--- src/rtl/rv64g_launch_scoreboard.sv ---
// ============================================================================
// Module      : rv64g_launch_scoreboard
// Description : Register-lock scoreboard that gates instruction launch on RAW/WAW
//               hazards, in-flight count and blocking instructions.
// Revision    : 1.0 - initial release
// ============================================================================
`timescale 1ns/1ps
`default_nettype none

module rv64g_launch_scoreboard #(
  parameter int NUM_REGS        = 64,
  parameter int NUM_OUTSTANDING = 7,
  parameter int NUM_WB          = 2,
  parameter int DW              = 64
) (
  input  logic                                 clk_i,
  input  logic                                 arst_i,
  input  logic [DW-1:0]                        instr_i,
  input  logic [NUM_REGS-1:0]                  instr_reg_req_i,
  input  logic [$clog2(NUM_REGS)-1:0]          instr_rd_i,
  input  logic                                 instr_blocking_i,
  input  logic                                 instr_valid_i,
  output logic                                 instr_ready_o,
  output logic [DW-1:0]                        instr_o,
  output logic                                 instr_valid_o,
  input  logic                                 instr_ready_i,
  input  logic [NUM_WB-1:0]                    wb_valid_i,
  input  logic [NUM_WB*$clog2(NUM_REGS)-1:0]   wb_rd_i,
  output logic [$clog2(NUM_OUTSTANDING+1)-1:0] outstanding_o,
  output logic [NUM_REGS-1:0]                  locks_o
);

  localparam int RW = $clog2(NUM_REGS);
  localparam int CW = $clog2(NUM_OUTSTANDING + 1);
  localparam int PW = $clog2(NUM_WB + 1);

  // x0 is hard-wired, so it can never participate in a hazard
  localparam logic [NUM_REGS-1:0] c_X0_MASK = {{(NUM_REGS-1){1'b1}}, 1'b0};

  typedef enum logic [0:0] {
    ST_RUN   = 1'b0,
    ST_BLOCK = 1'b1
  } state_t;

  state_t              r_state;
  state_t              w_state_nxt;
  logic [NUM_REGS-1:0] r_locks;
  logic [CW-1:0]       r_outstanding;
  logic [DW-1:0]       r_instr;
  logic                r_valid;

  logic [NUM_REGS-1:0] w_wb_clr;
  logic [PW-1:0]       w_wb_cnt;
  logic [NUM_REGS-1:0] w_locks_eff;
  logic [NUM_REGS-1:0] w_set;
  logic                w_hazard;
  logic                w_cnt_ok;
  logic                w_out_free;
  logic                w_idle;
  logic                w_blk_ok;
  logic                w_ready;
  logic                w_launch;
  logic [CW:0]         w_cnt_inc;
  logic [CW:0]         w_pop_ext;
  logic [CW-1:0]       w_cnt_nxt;

  always_comb begin
    w_wb_clr = '0;
    w_wb_cnt = '0;
    for (int k = 0; k < NUM_WB; k++) begin
      if (wb_valid_i[k]) begin
        w_wb_clr[wb_rd_i[k*RW +: RW]] = 1'b1;
        w_wb_cnt = w_wb_cnt + PW'(1);
      end
    end
  end

  // Same-cycle writebacks release their registers before the hazard test
  assign w_locks_eff = r_locks & ~w_wb_clr;
  assign w_hazard    = |(instr_reg_req_i & w_locks_eff & c_X0_MASK);
  assign w_cnt_ok    = (32'(r_outstanding) < (32'(NUM_OUTSTANDING) + 32'(w_wb_cnt)));
  assign w_out_free  = !r_valid || instr_ready_i;
  assign w_idle      = (r_outstanding == '0) && !r_valid;
  assign w_blk_ok    = !instr_blocking_i || w_idle;

  assign w_ready  = !arst_i && (r_state == ST_RUN) && !w_hazard &&
                    w_cnt_ok && w_out_free && w_blk_ok;
  assign w_launch = instr_valid_i && w_ready;

  always_comb begin
    w_set = '0;
    if (w_launch && (instr_rd_i != '0)) begin
      w_set[instr_rd_i] = 1'b1;
    end
  end

  assign w_cnt_inc = {1'b0, r_outstanding} + {{CW{1'b0}}, w_launch};
  assign w_pop_ext = (CW+1)'(w_wb_cnt);
  assign w_cnt_nxt = (w_cnt_inc > w_pop_ext) ? CW'(w_cnt_inc - w_pop_ext) : '0;

  always_comb begin
    w_state_nxt = r_state;
    case (r_state)
      ST_RUN: begin
        if (w_launch && instr_blocking_i) begin
          w_state_nxt = ST_BLOCK;
        end
      end
      ST_BLOCK: begin
        if (w_idle) begin
          w_state_nxt = ST_RUN;
        end
      end
      default: w_state_nxt = ST_RUN;
    endcase
  end

  always_ff @(posedge clk_i or posedge arst_i) begin
    if (arst_i) begin
      r_state <= ST_RUN;
    end else begin
      r_state <= w_state_nxt;
    end
  end

  // Launch set wins over a same-cycle writeback clear of the same register
  always_ff @(posedge clk_i or posedge arst_i) begin
    if (arst_i) begin
      r_locks       <= '0;
      r_outstanding <= '0;
      r_instr       <= '0;
      r_valid       <= 1'b0;
    end else begin
      r_locks       <= w_locks_eff | w_set;
      r_outstanding <= w_cnt_nxt;
      if (w_launch) begin
        r_instr <= instr_i;
        r_valid <= 1'b1;
      end else if (instr_ready_i) begin
        r_valid <= 1'b0;
      end
    end
  end

  assign instr_ready_o = w_ready;
  assign instr_o       = r_instr;
  assign instr_valid_o = r_valid;
  assign outstanding_o = r_outstanding;
  assign locks_o       = r_locks;

endmodule

`default_nettype wire

--- config.mk ---
export PLATFORM = sky130hd
export DESIGN_NAME = rv64g_launch_scoreboard
export DESIGN_NICKNAME = d
export VERILOG_FILES = /design/src/rtl/rv64g_launch_scoreboard.sv
export SDC_FILE = /design/constraint.sdc
export NUM_CORES = 1
export LEC_CHECK = 0
export CORE_MARGIN = 4
export CORE_UTILIZATION = 35
export DETAILED_ROUTE_END_ITERATION = 16
export PLACE_DENSITY = 0.7
export SETUP_SLACK_MARGIN = 0.5
export SLEW_MARGIN = 15
export SYNTH_ARGS = -nofsm -noshare
export SYNTH_HDL_FRONTEND = slang
export SYNTH_SLANG_ARGS = --single-unit
--- constraint.sdc ---
create_clock -name clk_i -period 8.3 [get_ports clk_i]
set_input_delay 1.66 -clock clk_i [delete_from_list [all_inputs] [get_ports clk_i]]
set_output_delay 1.66 -clock clk_i [all_outputs]
set_load 0.01 [all_outputs]
==> metrics.yaml <==
status:
  outcome: "complete, no violations"
pwr:
  clockPowerShare: 0.313
  p_int_w: 0.00182
  power_density_nw_per_um2: 237
  peakVddDrop_mv: 0.167
  power_leakage_nw: 4.44
  seq_power_share: 0.356
  combPwrFrac: 0.331
  switching_share: 0.288
  netSwitchingPower_w: 0.000736
timing:
  finalHoldViolCount: 0
  maxSlewViolCount: 0
  fmax_ghz: 0.149
  slew_headroom: 0.287
  setup_tns_ns: 0
  min_period_ns: 6.71
  rsz0062_at_grt: "no"
  finalClockSkew_ns: 0.00860
  setup_viol: 0
  tightest_slew_ns: 1.07
  fin_crit_sh: 0.808
place:
  post_dp_cell_area_um2: 10100
  io_buffers: 284
  place.gp.congestion: 0.905
  place_hpwl_um: 19700
synthesis:
  synth_area_um2: 7170
  ys_ff_latch: 133
  yosysTopAreaCellShare: 0.464
  synth_most_common_cell: "dfrtp_1"
  synthTopCellsByArea: "dfrtp_1, mux2_4, o31ai_1"
  ys.flop_type: "dfrtp_1"
  async_flop_share: 1.00
  synth-edff-count: 0
  syn_nets: 819
  synthCells: 657
  synth_common_cells: "dfrtp_1, nand2_1, o31ai_1, a22oi_1, mux2_4"
  yosysWarnings: 0
  yosys.cell_types.count: 50
  seq_area_frac_synth: 0.464
  syn_avg_cell_area_um2: 10.9
  yosysTopAreaCell: "dfrtp_1"
route:
  num_vias: 6757
  drtPass1Iterations: 5
  routedWlPerCell_um: 23.0
  avgViaCountPerCell: 5.66
  wl_um: 27500
  drt-initial-drc-count: 535
  drc: 0
  antenna_left: 0
grt:
  gr-usage-all-layers: 0.236
  antenna_found_initial: 1
  grt_max_degree: 80
  grt_pass1_vias: 6766
  grt_pass1_wl_um: 40400
  overflow: 0
clocking:
  cts_tree: "done"
  clk_latency_ns: 0.42
  cts_resized: 0
  cts_max_level: 4
  cts_buffers: 17
  cts_setup_buffers: 0
  holdBufCountCts: 0
  clock_path_buffers: 2
  clk_pin_slew_ns: 0.06
  numClockSinks: 133
  cts_root_buffer: "clkbuf_16"
critical_path:
  worstSetupEndpointType: "output port"
  cp-start-kind: "input pin"
  arrival_ns: 5.05
  critPathKind: "in -> out"
  required_ns: 6.64
  crit_fanout: 11
finish:
  final_area_um2: 10800
  drive_above_1_share: 0.140
  syn_to_final_growth_pct: 50.0
  num-nets-final: 1072
  insertedDiodeCount: 0
die:
  dieHeight_um: 151
  rows: 52
  initial_core_util: 0.356
  core_area_um2: 20200
  fp.dieW_um: 151
  die_area_um2: 22800
  ios: 286
job:
  cap_violations: 0
min_path:
  hp-class: "reg -> reg"
final timing paths:
kind,start,cells after the start,slack [ns],end
max reg2reg,outstanding_o[2],9,4.66,instr_o[28]
min in group asynchronous,arst_i,2,1.78,instr_o[49]
max,wb_rd_i[3],8,1.59,instr_ready_o
min reg2reg,r_state,1,0.50,r_state
max in group asynchronous,arst_i,3,5.06,locks_o[61]
min,r_state,1,0.50,r_state
per-stage QoR:
stage	setup WS, ns	total power [W]	utilization	std cells	hold WS [ns]
floorplan	3.09	0.00128	-	657	0.467
global placement	1.64	0.00175	0.503	1161	0.475
detailed placement	1.61	0.00176	0.503	1161	0.485
CTS	1.60	0.00257	0.533	1193	0.499
global route	1.51	0.00267	0.533	1193	0.518
finish	1.59	0.00255	0.533	1193	0.498
power groups by stage:
stage,logic [W],registers (W),clock network (W)
after floorplan,0.000307,0.000974,0
after global placement,0.000838,0.000911,0
after detailed placement,0.000850,0.000911,0
after CTS,0.000853,0.000910,0.000812
after global routing,0.000901,0.000930,0.000843
final,0.000844,0.000909,0.000800
critical path, stage by stage:
cell,delay (ns)
clkdlybuf4s50_1,0.65
nor3b_2,0.75
a22oi_1,0.23
a32oi_1,0.31
nand4_1,0.19
nor3_1,0.42
and3_1,0.26
clkdlybuf4s50_1,0.57
cell usage in the layout (no fill, tap or decap), types with 3 or more instances in the layout:
cell type	count
or3b_2	4
a21oi_1	3
and4bb_2	4
clkbuf_16	17
a221oi_1	32
and3b_1	6
or3_1	3
and4_1	5
nor3b_1	4
o21bai_1	6
o2111ai_1	3
dfrtp_1	133
nor2b_1	4
and4b_1	7
inv_6	5
a22oi_1	50
nand3_1	11
and3_1	3
bufinv_16	3
clkdlybuf4s50_1	284
clkinv_4	5
nor2_1	8
mux2_2	19
mux2_4	45
ha_1	8
buf_4	12
nand2_1	93
a32oi_1	3
or2_2	6
nand3b_1	6
a31oi_1	20
o31ai_1	57
inv_1	17
nand4_1	10
area by class of cell:
cell class                      instances  area [um2]
Clock buffer                           17         425
Clock inverter                         15         196
Fill cell                            1830        9410
Inverter                               18        70.1
Multi-Input combinational cell        444        3470
Sequential cell                       133        3330
Tap cell                              270         338
Timing Repair Buffer                  296        2930
logic make-up (layout without fill, tap and decap cells):
| family | Yosys count | count (layout) | synth area share |
|---|---|---|---|
| and+or+nand+nor | 188 | 188 | 0.146 |
| AOI/OAI and AO/OA | 181 | 181 | 0.193 |
| DFF | 133 | 133 | 0.464 |
| buffers and inverters | 80 | 346 | 0.0537 |
| muxes | 64 | 64 | 0.124 |
| adders and majority gates | 9 | 9 | 0.0167 |
| xor gates and xnor gates | 2 | 2 | 0.00244 |
state kept, by name, summed over array words and instances (netlist names):
signal,count
instr_o,64
locks_o,64
outstanding_o,3
instr_valid_o,1
r_state,1
metal layers:
layer  wire, um  track usage  vias up
met5         13            0        -
met4        712       0.0757        2
met3       3440       0.0943       46
met2      12800        0.368      401
met1      10500        0.301     3300
li1           -            -     3008
No activity file was read; power rests on OpenSTA's default activity.
